[src/rtl/pc_fetch_gen_if.sv]
// Fetch-generator bus: redirect/stall/handshake inputs and the fetch
// request, architectural PC and fault outputs.
interface pc_fetch_gen_if;
   logic        redirect_valid;
   logic [31:0] redirect_target;
   logic        stall;
   logic        fetch_ready;
   logic        fetch_valid;
   logic [31:0] fetch_pc;
   logic [31:0] pc_arch;
   logic [31:0] link_pc;
   logic        fault;
   logic [31:0] fault_addr;

   // The fetch generator drives the request and PC outputs.
   modport master (
      input  redirect_valid, redirect_target, stall, fetch_ready,
      output fetch_valid, fetch_pc, pc_arch, link_pc, fault, fault_addr
   );

   // Resolution logic / IMEM side.
   modport slave (
      output redirect_valid, redirect_target, stall, fetch_ready,
      input  fetch_valid, fetch_pc, pc_arch, link_pc, fault, fault_addr
   );
endinterface

[src/rtl/pc_fetch_gen.sv]
// Fetch-address generator. Holds the program counter in physical IMEM
// space, converts architectural redirect targets to physical by adding
// PC_BASE, and raises a sticky fault on misaligned or out-of-range
// targets or on sequential fall-off past the end of IMEM.
module pc_fetch_gen #(
   parameter logic [31:0] PC_BASE    = 32'h0100_0000,
   parameter logic [31:0] IMEM_BYTES = 32'h0000_1000
) (
   input  logic           clk,
   input  logic           rst,
   pc_fetch_gen_if.master bus
);

   typedef enum logic [1:0] {
      ST_BOOT  = 2'd0,
      ST_RUN   = 2'd1,
      ST_FAULT = 2'd2
   } state_t;

   state_t      state_q, state_d;
   logic [31:0] fetch_pc_q, fetch_pc_d;
   logic [31:0] pc_arch_q, pc_arch_d;
   logic [31:0] link_pc_q;
   logic [31:0] fault_addr_q, fault_addr_d;
   logic        fetch_valid_q;
   logic        fault_q;

   logic        tgt_bad;
   logic [31:0] seq_arch;

   // Target check is on the architectural address, before the base is added,
   // so a huge target cannot wrap into a legal physical address.
   always_comb begin
      tgt_bad  = (bus.redirect_target[1:0] != 2'b00) ||
                 (bus.redirect_target >= IMEM_BYTES);
      seq_arch = pc_arch_q + 32'd4;
   end

   // Next-state and next-PC selection: redirect > stall > accepted advance.
   always_comb begin
      state_d      = state_q;
      fetch_pc_d   = fetch_pc_q;
      pc_arch_d    = pc_arch_q;
      fault_addr_d = fault_addr_q;
      case (state_q)
         ST_BOOT: begin
            state_d = ST_RUN;
         end
         ST_RUN: begin
            if (bus.redirect_valid) begin
               if (tgt_bad) begin
                  state_d      = ST_FAULT;
                  fault_addr_d = bus.redirect_target;
               end else begin
                  fetch_pc_d = PC_BASE + bus.redirect_target;
                  pc_arch_d  = bus.redirect_target;
               end
            end else if (bus.stall) begin
               state_d = ST_RUN;
            end else if (fetch_valid_q && bus.fetch_ready) begin
               // Falling off the end faults instead of wrapping; the PC
               // stays on the last legal word.
               if (seq_arch == IMEM_BYTES) begin
                  state_d      = ST_FAULT;
                  fault_addr_d = IMEM_BYTES;
               end else begin
                  fetch_pc_d = fetch_pc_q + 32'd4;
                  pc_arch_d  = seq_arch;
               end
            end
         end
         ST_FAULT: begin
            state_d = ST_FAULT;
         end
         default: begin
            state_d = ST_BOOT;
         end
      endcase
   end

   // State and output registers; reset wins over everything.
   always_ff @(posedge clk) begin
      if (rst) begin
         state_q       <= ST_BOOT;
         fetch_pc_q    <= PC_BASE;
         pc_arch_q     <= 32'd0;
         link_pc_q     <= 32'd4;
         fault_addr_q  <= 32'd0;
         fetch_valid_q <= 1'b0;
         fault_q       <= 1'b0;
      end else begin
         state_q       <= state_d;
         fetch_pc_q    <= fetch_pc_d;
         pc_arch_q     <= pc_arch_d;
         link_pc_q     <= pc_arch_d + 32'd4;
         fault_addr_q  <= fault_addr_d;
         fetch_valid_q <= (state_d == ST_RUN);
         fault_q       <= (state_d == ST_FAULT);
      end
   end

   assign bus.fetch_valid = fetch_valid_q;
   assign bus.fetch_pc    = fetch_pc_q;
   assign bus.pc_arch     = pc_arch_q;
   assign bus.link_pc     = link_pc_q;
   assign bus.fault       = fault_q;
   assign bus.fault_addr  = fault_addr_q;

endmodule

[src/flat_wrapper.sv]
// flat-port wrapper written by rule: the top's interface ports become plain ports
module pc_fetch_gen_flat 
#(
   parameter logic [31:0] PC_BASE    = 32'h0100_0000,
   parameter logic [31:0] IMEM_BYTES = 32'h0000_1000
)
  (clk, rst, bus_redirect_valid, bus_redirect_target, bus_stall, bus_fetch_ready, bus_fetch_valid, bus_fetch_pc, bus_pc_arch, bus_link_pc, bus_fault, bus_fault_addr);
  pc_fetch_gen_if bus_i ();
  input  logic clk;
  input  logic rst;
  input wire logic [$bits(bus_i.redirect_valid)-1:0] bus_redirect_valid;
  input wire logic [$bits(bus_i.redirect_target)-1:0] bus_redirect_target;
  input wire logic [$bits(bus_i.stall)-1:0] bus_stall;
  input wire logic [$bits(bus_i.fetch_ready)-1:0] bus_fetch_ready;
  output wire logic [$bits(bus_i.fetch_valid)-1:0] bus_fetch_valid;
  output wire logic [$bits(bus_i.fetch_pc)-1:0] bus_fetch_pc;
  output wire logic [$bits(bus_i.pc_arch)-1:0] bus_pc_arch;
  output wire logic [$bits(bus_i.link_pc)-1:0] bus_link_pc;
  output wire logic [$bits(bus_i.fault)-1:0] bus_fault;
  output wire logic [$bits(bus_i.fault_addr)-1:0] bus_fault_addr;
  assign bus_i.redirect_valid = bus_redirect_valid;
  assign bus_i.redirect_target = bus_redirect_target;
  assign bus_i.stall = bus_stall;
  assign bus_i.fetch_ready = bus_fetch_ready;
  assign bus_fetch_valid = bus_i.fetch_valid;
  assign bus_fetch_pc = bus_i.fetch_pc;
  assign bus_pc_arch = bus_i.pc_arch;
  assign bus_link_pc = bus_i.link_pc;
  assign bus_fault = bus_i.fault;
  assign bus_fault_addr = bus_i.fault_addr;
  pc_fetch_gen #(.PC_BASE(PC_BASE), .IMEM_BYTES(IMEM_BYTES)) u_core (.clk(clk), .rst(rst), .bus(bus_i));
endmodule
[config.mk]
export PLATFORM = sky130hd
export DESIGN_NAME = pc_fetch_gen_flat
export DESIGN_NICKNAME = d
export VERILOG_FILES = /design/src/rtl/pc_fetch_gen_if.sv /design/src/rtl/pc_fetch_gen.sv /design/src/flat_wrapper.sv
export SDC_FILE = /design/constraint.sdc
export NUM_CORES = 1
export LEC_CHECK = 0
export ABC_CLOCK_PERIOD_IN_PS = 6200
export BUFFER_PORTS_ARGS = -buffer_cell sky130_fd_sc_hd__buf_2
export CAP_MARGIN = 10
export CORE_MARGIN = 2
export CORE_UTILIZATION = 55
export DETAILED_ROUTE_END_ITERATION = 6
export GPL_TIMING_DRIVEN = 1
export PLACE_DENSITY = 0.88
export SKIP_CTS_REPAIR_TIMING = 1
export SYNTH_ARGS = -nofsm -noshare
export SYNTH_HDL_FRONTEND = slang
export SYNTH_SLANG_ARGS = --single-unit
export TNS_END_PERCENT = 50
[constraint.sdc]
create_clock -name clk -period 6.2 [get_ports clk]
set_input_delay 0.93 -clock clk [delete_from_list [all_inputs] [get_ports clk]]
set_output_delay 0.93 -clock clk [all_outputs]
set_load 0.05 [all_outputs]
==> impl_metrics.toml <==
[outcome]
status = "finished, final reports clean"

[sta]
tightestPinTransition_ns = 0.966
setup_violations = 0
rsz0062_at_grt = "no"
max_freq_mhz = 184
fin_tns_setup_ns = 0
finalCritPeriodShare = 0.878
hold_viol = 0
min_period_ns = 5.45
final-max-slew-violation-count = 0
maxSlewHeadroom = 0.356
worst_slack_ns = 0.754
finClkSkew_ns = 0.00909

[placed_design]
gp_congestion = 1.02
dpl.cell_count = 1280
place_ws_ns = 0.968
port_buffers = 166
dp_hpwl_um = 18900

[clock_network]
cts_tree = "built"
cts_made_buffers = 17
clk_pin_slew_ns = 0.07
htree_levels = 4
clk_latency_ns = 0.43
root_buffer = "clkbuf_16"
cts_buffer_depth = 2
clock-sinks = 130

[logic_synthesis]
synthArstFlopShare = 0
synth.distinct_cells = 72
syn_area_um2 = 7650
synthesis.instances = 998
synth_ff_type = "dfxtp_1"
ys_seq_area_frac = 0.340
synth-seq-cells = 130
syn_avg_cell_area_um2 = 7.67
synth_nets = 1041
ys_warn_count = 0
synth_edf_count = 0

[hold_path]
hold_start = "u_core.bus.fetch_pc[1]"
min_path_type = "reg2reg"
holdPathEnd = "u_core.bus.fetch_pc[1]"
holdPathStages = 1

[final_layout]
final_cell_mix = "165 x buf_2, 154 x nor2_1, 130 x dfxtp_1, 75 x nand2_1, 48 x a21oi_1"
antenna_cells = 0
final_common_cell = "buf_2"
area.growth.synth_to_final_pct = 18.6
fin_cells = 1311
final_net_count = 1162
layout-drive-gt1-share = 0.208

[floorplanning]
fp.dieH_um = 122
die_w_um = 122
coreArea_um2 = 13700
start_util = 0.558
die_area_um2 = 14900
rows = 43
ios = 167

[power]
vdd_drop_max_mv = 0.197
p_leak_nw = 3.67
power_frac_comb = 0.132
clock_power_share = 0.459
pwr-share-seq = 0.409
p_sw_w = 0.000648
power.total_w = 0.00216
intPower_w = 0.00151
swShare = 0.300
powerDensity_nw_per_um2 = 238

[detailed_routing]
finalWirelength_um = 26900
wl_met2_um = 12400
vias = 8807
vias_per_cell = 6.72
route.detailed.drc = 0
drt-initial-drc-count = 1278
dr.pass1.iters = 6
wl_met3_um = 3020
top_layer = "met4"
wire_per_inst_um = 20.5
ant_nets = 0
met1_length_um = 10300

[grt]
antenna_found_initial = 0
grt_max_degree = 83
grt.overflow.total = 0
grt_pass1_vias = 7935
grt_first_pass_wirelength_um = 41700
grtUsageTotal = 0.361

[critical_path]
crit_type = "reg2reg"
cpPeakStageDelay_ns = 0.66
critPathCaptureType = "flip-flop"
r2r_slack_ns = 0.75
r2r-start = "u_core.bus.pc_arch[2]"
start_kind = "flip-flop"
critPathMaxFanout = 11
r2r_end = "u_core.bus.link_pc[24]"
reg2reg_depth = 14
required_ns = 6.52
cpMaxStageDelayCell = "nor3_2"
cp_cell_sequence = "ha_1 -> nand4_1 -> nor4_4 -> xor2_1 -> or4_1 -> nor3_2 -> nor4_1 -> a21oi_1 -> ha_1 -> o211ai_1 -> a211oi_2 -> nand4_1 -> nor4_1 -> mux2_1"
arrival_ns = 5.76

[job]
cap_violations = 0
==> worst max-delay path: cells and delay by family, from the launching register on <==
family / cells / cell delay [ns]
simple gates: 7 / 2.93
mux: 1 / 0.35
fa+ha+maj: 2 / 0.58
flops: 1 / 0.54
compound gates: 3 / 0.81
xor+xnor: 1 / 0.12
==> state kept, by name (all words and copies together), names as in the netlist <==
signal / cells
u_core.bus.fault_addr: 32
u_core.bus.pc_arch: 30
u_core.bus.fetch_valid: 1
u_core.bus.link_pc: 32
u_core.bus.fetch_pc: 32
u_core.bus.fault: 1
u_core.state_q: 2
==> power groups by stage <==
stage               Clock, W  Sequential [W]  Combinational (W)
detailed placement         0        0.000900           0.000278
floorplan                  0        0.000968           0.000126
global placement           0        0.000899           0.000277
finish              0.000993        0.000884           0.000286
CTS                 0.000994        0.000882           0.000280
global route         0.00103        0.000886           0.000302
==> synth_stat cells, types with 7 or more instances <==
cell type,instances,area [µm²]
inv_1,14,52.6
buf_2,15,75.1
xnor2_1,18,158
nor2b_1,11,68.8
o21ai_0,47,235
nor2_1,156,586
nor3_1,34,170
dfxtp_1,130,2600
a211oi_1,9,67.6
a21oi_1,48,240
and4_1,8,70.1
nand2b_1,10,62.6
xor2_1,9,78.8
a2111oi_0,8,70.1
o22ai_1,11,68.8
and2_1,13,81.3
o31a_1,7,61.3
nor4_1,17,106
or4_1,9,67.6
or3_1,7,43.8
nand3_1,42,210
clkbuf_1,55,206
nand2_1,75,282
and3_1,23,144
o31ai_1,10,75.1
a211o_1,7,61.3
a21o_1,7,52.6
a22oi_1,41,308
a31oi_1,21,131
nand4_1,25,156
==> stage by stage <==
step            util  hold WS, ns  cell area (µm²)
2_1_floorplan      -        0.514             7650
3_3_place_gp   0.620        0.438             8500
3_5_place_dp   0.620        0.441             8500
4_1_cts        0.661        0.459             9070
5_1_grt        0.661        0.471             9070
6_report       0.661        0.453             9070
==> worst max-delay path by stage <==
stage	from	endpoint	slack [ns]	cells after the start
2_1_floorplan	u_core.bus.pc_arch[3]	u_core.bus.link_pc[24]	1.40	15
3_3_place_gp	u_core.bus.pc_arch[2]	u_core.bus.link_pc[31]	1.25	12
4_1_cts	u_core.bus.pc_arch[2]	u_core.bus.link_pc[24]	0.95	14
5_1_grt	u_core.bus.pc_arch[3]	u_core.bus.link_pc[24]	0.56	14
3_5_place_dp	u_core.bus.pc_arch[2]	u_core.bus.link_pc[24]	0.97	14
6_report	u_core.bus.pc_arch[2]	u_core.bus.link_pc[24]	0.75	14
==> layout make-up <==
class                      instances  area (µm²)
clock buffer                      19         453
clock inverter                    12         123
fill                            1188        4640
inverter                          14        52.6
multi-input combinational        776        4680
sequential                       130        2600
tap                              180         225
timing repair buffer             180         938
==> cells by family (layout without fill, tap and decap cells) <==
group | count (synthesis) | in the layout | share of synthesized area
muxes | 9 | 9 | 0.0128
AOI/OAI and AO/OA | 274 | 274 | 0.247
buffers and inverters | 92 | 225 | 0.0486
xor gates and xnor gates | 27 | 27 | 0.0309
adders and majority gates | 6 | 6 | 0.00981
DFF | 130 | 130 | 0.340
and+or+nand+nor | 460 | 460 | 0.311
==> layer usage <==
layer,vias to the layer above,GRT usage
met5,-,0
met4,0,0.162
met3,106,0.100
met2,613,0.583
met1,4126,0.449
li1,3962,-
Power figures use the tool's default switching activity.
